===== src/rtl/fpmul_pkg.sv =====
// fpmul_pkg -- shared constants for the single-precision FP multiplier
// control unit.
//
// Contents:
//   state_t             : control FSM state enumeration
//   EPS_ADD/BIAS/INC    : EP_SEL encodings for the exponent register mux
//   MPS_MP/SHL/INC/ONE  : MPH_SEL encodings for the mantissa-high register mux
package fpmul_pkg;

    typedef enum logic [3:0] {
        IDLE  = 4'd0,
        LOAD  = 4'd1,
        CLASS = 4'd2,
        CHECK = 4'd3,
        BIAS  = 4'd4,
        NORM  = 4'd5,
        ROUND = 4'd6,
        RANGE = 4'd7,
        PACK  = 4'd8,
        DONE  = 4'd9
    } state_t;

    // Exponent register input select
    localparam logic [1:0] EPS_ADD  = 2'b00;  // EA + EB
    localparam logic [1:0] EPS_BIAS = 2'b10;  // EP - 127
    localparam logic [1:0] EPS_INC  = 2'b01;  // EP + 1

    // Mantissa-high register input select
    localparam logic [2:0] MPS_MP  = 3'b000;  // MP[47:24]
    localparam logic [2:0] MPS_SHL = 3'b001;  // shift left, MPL[23] enters
    localparam logic [2:0] MPS_INC = 3'b010;  // MPH + 1
    localparam logic [2:0] MPS_ONE = 3'b100;  // 0x800000 (rounding carry-out)

endpackage


===== src/rtl/fpmul_cu.sv =====
// fpmul_cu -- control unit for the single-precision FP multiplier datapath.
//
// Sequences operand load, special-case detection, exponent add/bias,
// one-step normalisation, rounding, range check and result pack, and
// presents a start/busy/done handshake.
//
// Ports:
//   clk, rst            : clock (rising edge), synchronous active-high reset
//   start, busy, done   : system handshake (done is a one-cycle pulse)
//   Op_NaN/Op_Inf/Op_Zero, MPH23, Round, Carry, UFlow, OFlow
//                       : datapath status inputs
//   *_LD/*_RST/*_SET/*_SEL
//                       : datapath register controls, decoded
//                         combinationally from the state register and
//                         status inputs; all zero while rst is high
//
// Build option:
//   FPMUL_CU_BACK2BACK_EN : when defined, a start seen in DONE is accepted
//                           and the unit goes straight to LOAD (busy stays
//                           high). When undefined, DONE always returns to
//                           IDLE and start there is ignored.
module fpmul_cu (
    input  logic       clk,
    input  logic       rst,
    input  logic       start,
    output logic       busy,
    output logic       done,
    input  logic       Op_NaN,
    input  logic       Op_Inf,
    input  logic       Op_Zero,
    input  logic       MPH23,
    input  logic       Round,
    input  logic       Carry,
    input  logic       UFlow,
    input  logic       OFlow,
    output logic       SA_LD,
    output logic       SB_LD,
    output logic       EA_LD,
    output logic       EB_LD,
    output logic       MA_LD,
    output logic       MB_LD,
    output logic       SP_LD,
    output logic       EP_RST,
    output logic       EP_SET,
    output logic       EP_LD,
    output logic [1:0] EP_SEL,
    output logic       MPH_RST,
    output logic       MPH_SET,
    output logic       MPH_LD,
    output logic [2:0] MPH_SEL,
    output logic       MPL_SEL,
    output logic       MPL_LD,
    output logic       NAN_RST,
    output logic       NAN_LD,
    output logic       INF_RST,
    output logic       INF_LD,
    output logic       ZF_RST,
    output logic       ZF_LD,
    output logic       UF_RST,
    output logic       UF_LD,
    output logic       OF_RST,
    output logic       OF_LD,
    output logic       P_RST,
    output logic       P_LD
);

    import fpmul_pkg::*;

    state_t state_q;
    state_t state_d;
    logic   accept;     // a new multiply is being accepted this cycle

    always_comb begin
        state_d = state_q;
        accept  = 1'b0;
        SA_LD   = 1'b0;
        SB_LD   = 1'b0;
        EA_LD   = 1'b0;
        EB_LD   = 1'b0;
        MA_LD   = 1'b0;
        MB_LD   = 1'b0;
        SP_LD   = 1'b0;
        EP_RST  = 1'b0;
        EP_SET  = 1'b0;
        EP_LD   = 1'b0;
        EP_SEL  = EPS_ADD;
        MPH_RST = 1'b0;
        MPH_SET = 1'b0;
        MPH_LD  = 1'b0;
        MPH_SEL = MPS_MP;
        MPL_SEL = 1'b0;
        MPL_LD  = 1'b0;
        NAN_RST = 1'b0;
        NAN_LD  = 1'b0;
        INF_RST = 1'b0;
        INF_LD  = 1'b0;
        ZF_RST  = 1'b0;
        ZF_LD   = 1'b0;
        UF_RST  = 1'b0;
        UF_LD   = 1'b0;
        OF_RST  = 1'b0;
        OF_LD   = 1'b0;
        P_RST   = 1'b0;
        P_LD    = 1'b0;

        // Strobes are suppressed while reset is held so that an abandoned
        // operation can never leak a P_LD during the reset cycle.
        if (!rst) begin
            case (state_q)
                IDLE: begin
                    if (start) begin
                        accept  = 1'b1;
                        state_d = LOAD;
                    end
                end
                LOAD:  state_d = CLASS;   // classification flops sample
                CLASS: state_d = CHECK;   // Op_* valid from here on
                CHECK: begin
                    SP_LD = 1'b1;
                    if (Op_NaN) begin
                        EP_SET  = 1'b1;
                        MPH_SET = 1'b1;
                        NAN_LD  = 1'b1;
                        state_d = PACK;
                    end else if (Op_Inf) begin
                        EP_SET  = 1'b1;
                        MPH_RST = 1'b1;
                        INF_LD  = 1'b1;
                        state_d = PACK;
                    end else if (Op_Zero) begin
                        EP_RST  = 1'b1;
                        MPH_RST = 1'b1;
                        ZF_LD   = 1'b1;
                        state_d = PACK;
                    end else begin
                        EP_LD   = 1'b1;
                        EP_SEL  = EPS_ADD;
                        MPH_LD  = 1'b1;
                        MPH_SEL = MPS_MP;
                        MPL_LD  = 1'b1;
                        MPL_SEL = 1'b0;
                        state_d = BIAS;
                    end
                end
                BIAS: begin
                    EP_LD   = 1'b1;
                    EP_SEL  = EPS_BIAS;
                    state_d = NORM;
                end
                NORM: begin
                    // The product of two 1.x mantissas is in [1,4), so a
                    // single step of either kind is always sufficient.
                    if (MPH23) begin
                        EP_LD  = 1'b1;
                        EP_SEL = EPS_INC;
                    end else begin
                        MPH_LD  = 1'b1;
                        MPH_SEL = MPS_SHL;
                        MPL_LD  = 1'b1;
                        MPL_SEL = 1'b1;
                    end
                    state_d = ROUND;
                end
                ROUND: begin
                    if (Round) begin
                        MPH_LD = 1'b1;
                        if (Carry) begin
                            // Increment overflows the mantissa: renormalise
                            // to 1.0 and bump the exponent in one cycle.
                            MPH_SEL = MPS_ONE;
                            EP_LD   = 1'b1;
                            EP_SEL  = EPS_INC;
                        end else begin
                            MPH_SEL = MPS_INC;
                        end
                    end
                    state_d = RANGE;
                end
                RANGE: begin
                    if (UFlow) begin
                        UF_LD   = 1'b1;
                        EP_RST  = 1'b1;
                        MPH_RST = 1'b1;
                    end else if (OFlow) begin
                        OF_LD   = 1'b1;
                        EP_SET  = 1'b1;
                        MPH_RST = 1'b1;
                    end
                    state_d = PACK;
                end
                PACK: begin
                    P_LD    = 1'b1;
                    state_d = DONE;
                end
                DONE: begin
`ifdef FPMUL_CU_BACK2BACK_EN
                    if (start) begin
                        accept  = 1'b1;
                        state_d = LOAD;
                    end else begin
                        state_d = IDLE;
                    end
`else
                    state_d = IDLE;
`endif
                end
                default: state_d = IDLE;
            endcase

            if (accept) begin
                SA_LD   = 1'b1;
                SB_LD   = 1'b1;
                EA_LD   = 1'b1;
                EB_LD   = 1'b1;
                MA_LD   = 1'b1;
                MB_LD   = 1'b1;
                NAN_RST = 1'b1;
                INF_RST = 1'b1;
                ZF_RST  = 1'b1;
                UF_RST  = 1'b1;
                OF_RST  = 1'b1;
                P_RST   = 1'b1;
            end
        end
    end

    assign busy = !rst && (state_q != IDLE);
    assign done = !rst && (state_q == DONE);

    always_ff @(posedge clk) begin
        if (rst) begin
            state_q <= IDLE;
        end else begin
            state_q <= state_d;
        end
    end

endmodule


===== config.mk =====
export PLATFORM = sky130hd
export DESIGN_NAME = fpmul_cu
export DESIGN_NICKNAME = d
export VERILOG_FILES = /design/src/rtl/fpmul_pkg.sv /design/src/rtl/fpmul_cu.sv
export SDC_FILE = /design/constraint.sdc
export NUM_CORES = 1
export LEC_CHECK = 0
export BUFFER_PORTS_ARGS = -buffer_cell sky130_fd_sc_hd__buf_2
export CORE_MARGIN = 10
export CORE_UTILIZATION = 36
export CTS_BUF_LIST = sky130_fd_sc_hd__clkbuf_4 sky130_fd_sc_hd__clkbuf_8 sky130_fd_sc_hd__clkbuf_16
export DETAILED_ROUTE_END_ITERATION = 16
export PLACE_DENSITY_LB_ADDON = 0.1
export SYNTH_ARGS = -nofsm -noshare
export SYNTH_HDL_FRONTEND = slang
export SYNTH_SLANG_ARGS = --single-unit

===== constraint.sdc =====
create_clock -name clk -period 1.4 [get_ports clk]
set_input_delay 0.07 -clock clk [delete_from_list [all_inputs] [get_ports clk]]
set_output_delay 0.07 -clock clk [all_outputs]
set_load 0.02 [all_outputs]

Yosys cells after proc, flatten, opt, wreduce, memory -nomap -nowiden
Index checks and enable logic that the tools add are counted.
{"block": "classes", "add_sub_neg": 0, "n_mul": 0, "div": 0, "n_lt_le_gt_ge": 0, "eq_ne": 10, "n_shift": 0, "n_mux": 69, "bitwise_logic": 0, "reduce_logical": 5}
{"op": "1-bit two-way mux", "n": 52}
{"op": "4-bit case mux with 9 select lines", "n": 1}
{"op": "4-bit by 3-bit == test with 1-bit output (second input constant)", "n": 4}
{"op": "4-bit two-way mux", "n": 4}
{"op": "3-bit two-way mux", "n": 3}
{"op": "4-bit by 2-bit == test with 1-bit output (second input constant)", "n": 2}
{"op": "4-bit == test (second input constant)", "n": 2}
{"op": "1-bit case mux with 2 select lines", "n": 4}
{"op": "2-bit case mux with 3 select lines", "n": 1}
{"op": "3-bit case mux with 2 select lines", "n": 1}
{"op": "4-bit by 1-bit == test with 1-bit output (second input constant)", "n": 1}
{"op": "4-bit logical NOT", "n": 1}
{"op": "1-bit case mux with 4 select lines", "n": 1}
{"op": "4-bit nonzero test", "n": 1}
{"op": "1-bit case mux with 3 select lines", "n": 1}
{"op": "1-bit logical AND", "n": 2}
{"op": "2-bit two-way mux", "n": 1}
{"op": "2-bit inequality test (second input constant)", "n": 1}
{"op": "1-bit logical NOT", "n": 1}
{"block": "word_totals", "regBits": 4, "latchBits": 0, "ramBits": 0, "mem_bits_ro": 0, "out_inout_bits": 34, "elab_cells": 85, "mem_count": 0}

Longest topological paths before layout
Gate-level depths: netlist of run 1.
{"block": "depth", "ltp_word": 5, "ltp_mapped": 6}

Least setup slack after synthesis of run 1
No wires, ideal clock.
{"block": "synth_path", "kind": "reg2out", "from": "register state_q[3]", "to": "output EB_LD", "arrival_time_ps": 1786, "required_time_ps": 1330, "slack_ps": -456, "stages_incl_launch_ff": 5, "n_path_buf": 2, "cell_sequence": "dfxtp_1 -> buf_2 -> or3_1 -> nor2_1 -> buf_4"}
{"block": "synth_between", "elab_chain_cells": 5}
{"item": "start, declared", "line_no": "fpmul_cu.sv:69", "rtl": "state_t state_q;"}
{"item": "start signal, assigned", "line_no": "fpmul_cu.sv:234", "rtl": "state_q <= state_d;"}
{"item": "4-bit logical NOT", "line_no": "fpmul_cu.sv:109", "rtl": "case (state_q)"}
{"item": "1-bit two-way mux", "line_no": "fpmul_cu.sv:109"}
{"item": "1-bit two-way mux", "line_no": "fpmul_cu.sv:108", "rtl": "if (!rst) begin"}
{"item": "1-bit two-way mux (2 in series)"}
{"item": "end, declared", "line_no": "fpmul_cu.sv:39", "rtl": "output logic EB_LD,"}
Every way passes these cells. The select of a mux whose other input is x is not followed.

Worst setup path after layout of run 1
{"block": "layout_path", "from": "register state_q[3]", "to": "output SB_LD"}
{"block": "layout_between", "elab_chain_cells": 5}
{"item": "4-bit logical NOT", "line_no": "fpmul_cu.sv:109"}
{"item": "1-bit two-way mux", "line_no": "fpmul_cu.sv:109"}
{"item": "1-bit two-way mux", "line_no": "fpmul_cu.sv:108"}
{"item": "1-bit two-way mux", "line_no": "fpmul_cu.sv:210", "rtl": "if (accept) begin"}
{"item": "1-bit two-way mux", "line_no": "fpmul_cu.sv:108"}
{"item": "end, declared", "line_no": "fpmul_cu.sv:37", "rtl": "output logic SB_LD,"}
Every way passes these cells. The select of a mux whose other input is x is not followed.

==> results by group, run 1 <==
Timing
  • Final Cycle Share: 1.13
  • Post-route setup TNS: -3490 ps
  • Hold WS: 337 ps
  • Final Max Tran Viols: 0
  • Clock Skews: 4.18 ps
  • Setup WS post-layout: -178 ps
  • Max Clk Rate: 634 MHz
  • Setup-failing EPs final: 30
  • RSZ-0062 raised after global routing: true
  • Final hold vios: 0
  • Least-Margin Pin Slew: 371 ps
  • Slew HR: 0.753
  • Min Clock Period, post-route: 1580 ps

Layout
  • Area grow syn2layout: 101%
  • Post-route cell area: 0.00128 mm^2
  • Util after Layout: 0.750
  • Fill count: 125
  • # nets final: 156
  • Layout cells sized above 1: 0.734
  • Largest register FFs: 4
  • Reg with most FFs: state_q
  • Largest registers: state_q x4
  • Layout Cells excl Fill: 168
  • Antenna diodes: 0

Placed design
  • Routability cong.: 0.877
  • DPL Wire Length: 1760 um
  • Post-DP Area: 903 um^2
  • PortBufs: 44
  • Placement Setup Slack: -39.2 ps
  • DP Cell Count: 156

Floorplanning
  • Die height: 62.1 um
  • CORE AREA: 0.00171 mm^2
  • Initial Util: 0.374
  • Top Ports: 45
  • Rows: 15
  • DIE WIDTH: 62.1 um
  • Die Area: 0.00386 mm^2

CTS
  • # clock sinks: 4
  • Clock slew seen by the registers of the worst setup and hold paths: 40 ps
  • Root Driver: clkbuf_4
  • Clock Tree Buf Depth: 2
  • Skew-Pair Late Insertion Delay: 230 ps
  • CTS H-tree lvls: 1
  • CTS tree: yes
  • Total CTS buffers: 3

GRT
  • Initial antenna violation count: 0
  • First-pass GRT wire length: 3980 um
  • Congestion Overflow GR: 0
  • Gr usage total: 0.119
  • Largest net degree at the start of global routing: 13
  • Number of global-route vias before repair: 846

Worst setup path
  • RR Endpoint: state_q[2]$_SDFFE_PP0P_
  • Max FO, Critical Path: 6
  • Reg2Reg Depth: 5
  • Crit path kind: reg -> out
  • Critical Path Source Type: flop
  • Largest delay contributor family on the critical path: simple AND/OR/NAND/NOR gates
  • Flop-to-flop setup slack: 60 ps
  • Req. time, crit path: 1330 ps
  • CP max stage cell: or3_4
  • CP arrival: 1510 ps
  • Worst reg2reg path startpoint: state_q[1]$_SDFFE_PP0P_
  • CP Depth: 4
  • Crit end category: primary output
  • Worst Path Buf+Inv: 2
  • Crit-path cells: buf_6 > or3_4 > nor2_4 > buf_4
  • Critical path's largest stage delay: 420 ps

Min path
  • WHS Path Cells: 4
  • Hold EP: state_q[3]$_SDFFE_PP0P_
  • Start point of the worst hold path: Op_Zero
  • Worst hold path class: in -> reg

Detailed routing
  • Post-Route WL: 2580 um
  • Post-route ant nets: 0
  • Post-route DRC: 0
  • DRT Pass-1 Iters: 4
  • Iter 0 DRT Violations: 19
  • Avg Vias per Cell: 5.17
  • Via count: 869
  • Wire length per cell: 15.4 um

Logic synthesis
  • Proportion of synthesized chip area in sequential cells: 0.125
  • Ys flop type: dfxtp_1
  • Synth Instances: 92
  • Synth area leader: buf_4
  • Post-synthesis average cell area: 6.94 um^2
  • Synth warn: 0
  • Post-synth EDFFs: 0
  • Flops & latches, synth: 4
  • Netlist Area Pre-Place: 638 um^2
  • Mapped Nets: 103
  • Top post-synthesis cells by area: buf_4, dfxtp_1, nor2_1, a21oi_1, nor3_1
  • Commonest cells post-synth: buf_4, nor2_1, a21oi_1, nor3_1, buf_2
  • Share of the synthesized area in the top cell type: 0.141
  • Cell variety after synth: 36
  • Synth async-reset ratio: 0

Pwr
  • Switching pwr: 317 uW
  • Worst vdd ir: 0.000627 V
  • Sw Share: 0.418
  • Clock power share: 0.182
  • Sequential share of power: 0.191
  • Combinational power share: 0.626
  • Pwr dens: 591 mW/mm^2
  • Internal: 441 uW
  • Leakage: 0.569 nW
  • Final total power: 757 uW

Flow run
  • Max-cap violation count: 0

Run status
  • Outcome: finished with violations
  • Failing checks: setup timing
-- cell usage in the layout (no fill, tap or decap), types with 3 or more instances in the layout --
master,instances
buf_4,38
buf_6,16
nor3_1,3
buf_2,12
nor3_2,4
nor2_1,9
a21oi_1,5
nand2_1,3
dfxtp_4,3
clkbuf_4,3
-- per-layer routing --
layer	routed length [um]	share of wire	GRT usage	vias up
met4	59	0.023	0.0457	0
met1	991	0.38	0.129	407
met2	1400	0.54	0.217	28
li1	-	-	-	430
met5	0	0	0	-
met3	129	0.050	0.0251	4
-- what timing repair did --
item                       in CTS  in global routing
hold buffers                    0                  0
gates resized for setup        64                 19
buffers inserted                6                  2
gates cloned                    1                  0
pin swaps                       9                 11
setup endpoints to repair      33                 36
-- power groups by stage --
stage	logic, mW	registers [mW]	clock network (mW)
6_report	0.474	0.145	0.138
3_3_place_gp	0.323	0.139	0
3_5_place_dp	0.325	0.139	0
5_1_grt	0.508	0.147	0.160
4_1_cts	0.428	0.144	0.149
2_1_floorplan	0.245	0.130	0
-- cell families (layout without fill, tap and decap cells) --
logic type	Yosys count	count (layout)	share of synthesized area
flops	4	4	0.125
xor+xnor	1	1	0.0137
simple gates	50	51	0.457
buf+inv	20	70	0.210
compound gates	17	17	0.194
-- final cells by class --
class | count | area, um^2 | share of cell area
repair buffers | 66 | 526 | 0.410
flip-flops and latches | 4 | 92.6 | 0.0723
multi-input cells | 69 | 606 | 0.473
inverters | 1 | 3.75 | 0.00293
well taps | 25 | 31.3 | 0.0244
clock buffers | 3 | 22.5 | 0.0176
-- worst max-delay path by stage --
| stage | from | to | slack [ps] |
|---|---|---|---|
| after floorplan | state_q[3]$_SDFFE_PP0P_ | MPH_LD | -70 |
| after global placement | state_q[1]$_SDFFE_PP0P_ | MPH_LD | -40 |
| after detailed placement | state_q[3]$_SDFFE_PP0P_ | EA_LD | -40 |
| after CTS | state_q[3]$_SDFFE_PP0P_ | P_RST | -170 |
| after global routing | state_q[3]$_SDFFE_PP0P_ | ZF_RST | -260 |
| final | state_q[3]$_SDFFE_PP0P_ | SB_LD | -180 |
-- worst register-to-register path: stages, from the launching register on --
cell	delay [ps]
dfxtp_2	330
buf_6	130
buf_4	130
o31a_1	230
a211o_1	280
nor3_2	160
Note: power is estimated with default switching activity, not from simulation.
==> run 2: changes to the inputs <==
CORE_ASPECT_RATIO = 0.75   (was not set)
CORE_UTILIZATION = 30   (was 36)
==> results by group, run 2 (synthesis gave the netlist of run 1 again) <==
Flow run
  • Max-cap violation count: 0 (unchanged)

Layout
  • Antenna diodes: 0 (unchanged)
  • Area grow syn2layout: 85.7%
  • Reg with most FFs: state_q
  • Largest register FFs: 4 (unchanged)
  • Commonest non-fill, non-tap cell in the layout: buf_4
  • # nets final: 153 (-1.9%)
  • Layout cells sized above 1: 0.693 (-0.0414)
  • Fill count: 196 (+57%)
  • Largest registers: state_q x4
  • Post-route cell area: 0.00118 mm^2 (-7.5%)
  • Commonest non-fill, non-tap cells in the layout: buf_4, buf_2, buf_6

Pwr
  • Worst vdd ir: 0.000517 V (-17%)
  • Leakage: 0.547 nW (-3.8%)
  • Pwr dens: 620 mW/mm^2 (+4.9%)

CTS
  • Root Driver: clkbuf_4
  • CTS tree: yes
  • CTS H-tree lvls: 1 (unchanged)
  • Clock slew seen by the registers of the worst setup and hold paths: 40 ps (about the same)
  • # clock sinks: 4 (unchanged)
  • Clock Tree Buf Depth: 2 (unchanged)
  • Skew-Pair Late Insertion Delay: 240 ps (about the same)
  • Total CTS buffers: 3 (unchanged)

GRT
  • Largest net degree at the start of global routing: 9 (-4)
  • Gr usage total: 0.113 (-0.00590)
  • Initial antenna violation count: 0 (unchanged)
  • First-pass GRT wire length: 4000 um (+0.35%)
  • Number of global-route vias before repair: 868 (+2.6%)
  • Congestion Overflow GR: 0 (unchanged)

Worst setup path
  • Reg2Reg Depth: 4 (-1)
  • Crit path kind: reg -> out
  • Max FO, Critical Path: 8 (+2)
  • Critical path's largest stage delay: 420 ps (about the same)
  • Largest delay contributor family on the critical path: simple AND/OR/NAND/NOR gates
  • Critical Path Source Type: flop
  • Crit-path cells: buf_6 > or3_4 > nor2_4 > buf_2
  • Crit end category: primary output
  • Worst reg2reg path startpoint: state_q[2]$_SDFFE_PP0P_
  • RR Endpoint: state_q[2]$_SDFFE_PP0P_
  • Critical Path Start: state_q[1]$_SDFFE_PP0P_
  • Flop-to-flop setup slack: 80 ps (+20 ps)
  • CP arrival: 1500 ps (about the same)
  • Worst Path Buf+Inv: 2 (unchanged)
  • CP max stage cell: or3_4
  • Req. time, crit path: 1330 ps (about the same)

Detailed routing
  • Iter 0 DRT Violations: 37 (+18)
  • Post-Route WL: 2600 um (+0.78%)
  • Avg Vias per Cell: 5.16 (-0.15%)
  • Post-route DRC: 0 (unchanged)
  • Wire length per cell: 15.8 um (+3.2%)
  • Post-route ant nets: 0 (unchanged)
  • DRT Pass-1 Iters: 4 (unchanged)
  • Via count: 847 (-2.5%)

Timing
  • Min Clock Period, post-route: 1570 ps (-6.45 ps)
  • Final Max Tran Viols: 0 (unchanged)
  • Final Cycle Share: 1.12 (-0.00461)
  • Clock Skews: 4.21 ps (+0.0262 ps)
  • RSZ-0062 raised after global routing: true
  • Least-Margin Pin Slew: 266 ps (-105 ps)
  • Max Clk Rate: 636 MHz (+0.41%)
  • Slew HR: 0.822 (+0.0697)
  • Setup WS post-layout: -172 ps (+6.45 ps)
  • Setup-failing EPs final: 25 (-17%)
  • Final hold vios: 0 (unchanged)

Floorplanning
  • Initial Util: 0.317 (-0.0569)
  • Die height: 59.9 um (-3.5%)
  • Die Area: 0.00439 mm^2 (+14%)
  • DIE WIDTH: 73.3 um (+18%)
  • CORE AREA: 0.00201 mm^2 (+18%)
  • Rows: 14 (-1)
  • Top Ports: 45 (unchanged)

Placed design
  • Routability cong.: 0.751 (-14%)
  • DPL Wire Length: 1920 um (+9.4%)
  • PortBufs: 44 (unchanged)
  • Post-DP Area: 917 um^2 (+1.5%)
  • Placement Setup Slack: -43.1 ps (-3.83 ps)

Run status
  • Failing checks: setup timing
  • Outcome: finished with violations

Min path
  • Start point of the worst hold path: start
  • Worst hold path class: in -> reg
  • WHS Path Cells: 4 (unchanged)
  • Hold EP: state_q[0]$_SDFFE_PP0P_
-- run 2: stage by stage --
stage | hold slack (ps) | cells | util | TNS (ps) | power [mW]
after CTS | 287 | 162 | 0.539 | -3240 | 0.695
after global placement | 425 | 157 | 0.455 | -171 | 0.470
after global routing | 337 | 164 | 0.588 | -5310 | 0.790
after floorplan | 223 | 92 | - | -826 | 0.375
after detailed placement | 433 | 157 | 0.455 | -330 | 0.473
final | 299 | 164 | 0.588 | -3080 | 0.734
-- run 2: layout make-up --
cell class / count / area (um^2) / share of cell area
well taps: 24 / 30.0 / 0.0253
inverters: 1 / 3.75 / 0.00317
repair buffers: 63 / 473 / 0.399
clock buffers: 3 / 22.5 / 0.0190
flip-flops and latches: 4 / 92.6 / 0.0781
multi-input cells: 69 / 563 / 0.475
-- run 2: power by group --
group | internal, mW | total (mW) | switching (mW)
clock | 0.0960 | 0.146 | 0.0496
sequential | 0.125 | 0.146 | 0.0211
combinational | 0.203 | 0.443 | 0.240
-- run 2: how the worst max path moves through the flow --
stage,endpoint,slack [ps],depth (start not counted)
2_1_floorplan,MPH_LD,-70,4
3_3_place_gp,ZF_LD,-40,5
3_5_place_dp,INF_LD,-40,5
4_1_cts,MPH_LD,-180,5
5_1_grt,EA_LD,-240,4
6_report,EA_LD,-170,4
-- run 2: repair_timing --
action	in CTS	in global routing
endpoints found under the setup margin	34	34
hold buffers	0	0
resized for setup	44	20
buffers inserted	1	2
cloned	1	0
pin swaps	7	7
-- run 2: worst reg2reg max path, delay by kind of cell, from the launching register on --
kind,cells,cell delay (ps)
AND/OR/NAND/NOR,1,160
flip-flops,1,360
buffers and inverters,1,160
AO/OA/AOI/OAI,2,560
-- run 2: metal layers --
metal,routed length [um],up-vias,share of wire,track usage
li1,-,419,-,-
met1,1020,386,0.39,0.119
met2,1210,38,0.47,0.186
met3,327,4,0.13,0.0679
met4,41,0,0.016,0.0324
met5,0,-,0,0
==> run 3: changes to the inputs <==
ABC_AREA = 1   (was not set)
==> results by group, run 3 <==
Run status
  • Outcome: finished clean

Layout
  • Largest registers: state_q x4
  • Reg area: 95.1 um^2 (+2.7%)
  • # nets final: 151 (-1.3%)
  • Commonest non-fill, non-tap cell in the layout: buf_2
  • Multi-input logic area: 378 um^2 (-33%)
  • Area grow syn2layout: 53.1%
  • Layout cells sized above 1: 0.587 (-0.106)
  • Largest register FFs: 4 (unchanged)
  • Commonest non-fill, non-tap cells in the layout: buf_2, nor2_1, buf_4
  • Reg with most FFs: state_q
  • Antenna diodes: 0 (unchanged)
  • Fill count: 201 (+2.6%)

GRT
  • Number of global-route vias before repair: 637 (-27%)
  • Gr usage total: 0.0855 (-0.0274)
  • Largest net degree at the start of global routing: 20 (+11)
  • Initial antenna violation count: 0 (unchanged)
  • First-pass GRT wire length: 2990 um (-25%)
  • Congestion Overflow GR: 0 (unchanged)

Logic synthesis
  • Flops & latches, synth: 4 (unchanged)
  • Ys flop type: dfxtp_1
  • Proportion of synthesized chip area in sequential cells: 0.140 (+0.0142)
  • Post-synthesis average cell area: 5.79 um^2 (-17%)
  • Share of the synthesized area in the top cell type: 0.157 (+0.0160)
  • Post-synth EDFFs: 0 (unchanged)
  • Synth area leader: buf_4
  • Synth warn: 0 (unchanged)
  • Count leader, synth: nor2_1
  • Synth async-reset ratio: 0 (unchanged)
  • Netlist Area Pre-Place: 573 um^2 (-10%)
  • Mapped Nets: 110 (+6.8%)
  • Synth Instances: 99 (+7.6%)
  • Cell variety after synth: 21 (-42%)
  • Commonest cells post-synth: nor2_1, nand2_1, buf_4, inv_1, nand3_1
  • Top post-synthesis cells by area: buf_4, dfxtp_1, nor2_1, nand2_1, inv_1

CTS
  • Clock Tree Buf Depth: 2 (unchanged)
  • CTS tree: yes
  • CTS H-tree lvls: 1 (unchanged)
  • # clock sinks: 4 (unchanged)
  • Total CTS buffers: 3 (unchanged)
  • Clock slew seen by the registers of the worst setup and hold paths: 40 ps (about the same)
  • Skew-Pair Late Insertion Delay: 240 ps (about the same)
  • Root Driver: clkbuf_4

Worst setup path
  • Crit end category: primary output
  • Crit path kind: reg -> out
  • Crit path to: EP_SET
  • Flop-to-flop setup slack: 270 ps (+190 ps)
  • Critical Path Source Type: flop
  • Worst Path Buf+Inv: 1 (-1)
  • Max FO, Critical Path: 5 (-3)
  • Reg2Reg Depth: 5 (+1)
  • CP Depth: 5 (+1)
  • Largest delay contributor family on the critical path: simple AND/OR/NAND/NOR gates
  • Crit-path cells: nand2_4 > nor2_4 > nand2_2 > o22ai_1 > buf_4
  • CP arrival: 1310 ps (-190 ps)
  • RR Endpoint: state_q[2]$_SDFFE_PP0P_
  • Worst reg2reg path startpoint: state_q[0]$_SDFFE_PP0P_
  • Critical path's largest stage delay: 380 ps (-40 ps)
  • Critical Path Start: state_q[0]$_SDFFE_PP0P_
  • CP max stage cell: dfxtp_4
  • Req. time, crit path: 1330 ps (about the same)

Timing
  • Final hold vios: 0 (unchanged)
  • Final Max Tran Viols: 0 (unchanged)
  • Setup-failing EPs final: 0 (-100%)
  • Post-route setup TNS: 0 ps (+3080 ps)
  • Clock Skews: 8.92 ps (+4.71 ps)
  • Final Cycle Share: 0.986 (-0.136)
  • Setup WS post-layout: 19.0 ps (+191 ps)
  • Slew HR: 0.799 (-0.0230)
  • Min Clock Period, post-route: 1380 ps (-191 ps)
  • Least-Margin Pin Slew: 300 ps (+33.9 ps)
  • RSZ-0062 raised after global routing: true
  • Max Clk Rate: 724 MHz (+14%)

Detailed routing
  • Via count: 698 (-18%)
  • Iter 0 DRT Violations: 17 (-54%)
  • Post-route ant nets: 0 (unchanged)
  • Avg Vias per Cell: 4.36 (-16%)
  • Post-Route WL: 1960 um (-25%)
  • DRT Pass-1 Iters: 4 (unchanged)
  • Wire length per cell: 12.3 um (-23%)
  • Post-route DRC: 0 (unchanged)

Floorplanning
  • CORE AREA: 0.00177 mm^2 (-12%)
  • Initial Util: 0.323 (+0.00645)
  • DIE WIDTH: 70.5 um (-3.8%)
  • Die Area: 0.00408 mm^2 (-7.2%)
  • Die height: 57.9 um (-3.5%)
  • Top Ports: 45 (unchanged)
  • Rows: 13 (-1)

Pwr
  • Pwr dens: 585 mW/mm^2 (-5.7%)
  • Worst vdd ir: 0.000728 V (+41%)
  • Leakage: 0.532 nW (-2.7%)

Placed design
  • PortBufs: 44 (unchanged)
  • Placement Setup Slack: 182 ps (+225 ps)
  • DPL Wire Length: 1590 um (-17%)
  • Routability cong.: 0.798 (+6.2%)

Min path
  • Worst hold path class: in -> reg

Flow run
  • Max-cap violation count: 0 (unchanged)
[run 3: routing by layer]
metal / share of wire / wire [um] / global-route usage
met5: 0 / 0 / 0
met4: 0 / 0 / 0.00843
met3: 0.072 / 142 / 0.0391
met2: 0.48 / 945 / 0.138
met1: 0.45 / 873 / 0.105
[run 3: what timing repair did]
item,in CTS,in global routing
setup endpoints to repair,23,27
hold buffers,0,0
gates resized for setup,8,24
buffers inserted,1,3
pin swaps,1,4
[run 3: report_power, final]
group	total, mW	leakage, nW	switching (mW)	internal (mW)
sequential	0.143	0.0356	0.0189	0.124
combinational	0.227	0.483	0.149	0.0777
clock	0.143	0.0138	0.0474	0.0958
[run 3: worst min-delay path by stage]
stage                 from                 endpoint  slack [ps]  cells after the start
finish               start  state_q[0]$_SDFFE_PP0P_         190                      3
global placement     start  state_q[0]$_SDFFE_PP0P_         410                      3
CTS                  start  state_q[0]$_SDFFE_PP0P_         180                      3
detailed placement   Carry               MPH_SEL[1]         420                      3
floorplan           Op_NaN                   INF_LD         190                      1
global route         start  state_q[0]$_SDFFE_PP0P_         200                      3
[run 3: final cells by class]
type,instances,area share
tap,22,0.0314
sequential,4,0.108
clock buffer,3,0.0257
multi-input combinational,67,0.431
timing repair buffer,50,0.338
inverter,14,0.0656
[run 3: tightest hold or removal path, delay by kind of cell]
family | cells | cell delay, ps
buffers and inverters | 1 | 90
AND/OR/NAND/NOR | 1 | 130
AO/OA/AOI/OAI | 1 | 80
[run 3: through the flow]
stage / total power, mW / util / instance area, um^2 / cells / hold WS (ps)
after CTS: 0.506 / 0.444 / 787 / 157 / 176
after global routing: 0.550 / 0.495 / 877 / 160 / 203
after global placement: 0.348 / 0.416 / 738 / 153 / 406
after floorplan: 0.306 / - / 576 / 99 / 191
after detailed placement: 0.349 / 0.416 / 738 / 153 / 418
final: 0.513 / 0.495 / 877 / 160 / 189
[run 3: kinds of logic (layout without fill, tap and decap cells)]
kind of cell    count (synthesis)  in the layout  share of synthesized area
flops                           4              4                      0.140
simple gates                   57             57                      0.498
compound gates                 10             10                     0.0961
buf+inv                        28             67                      0.266
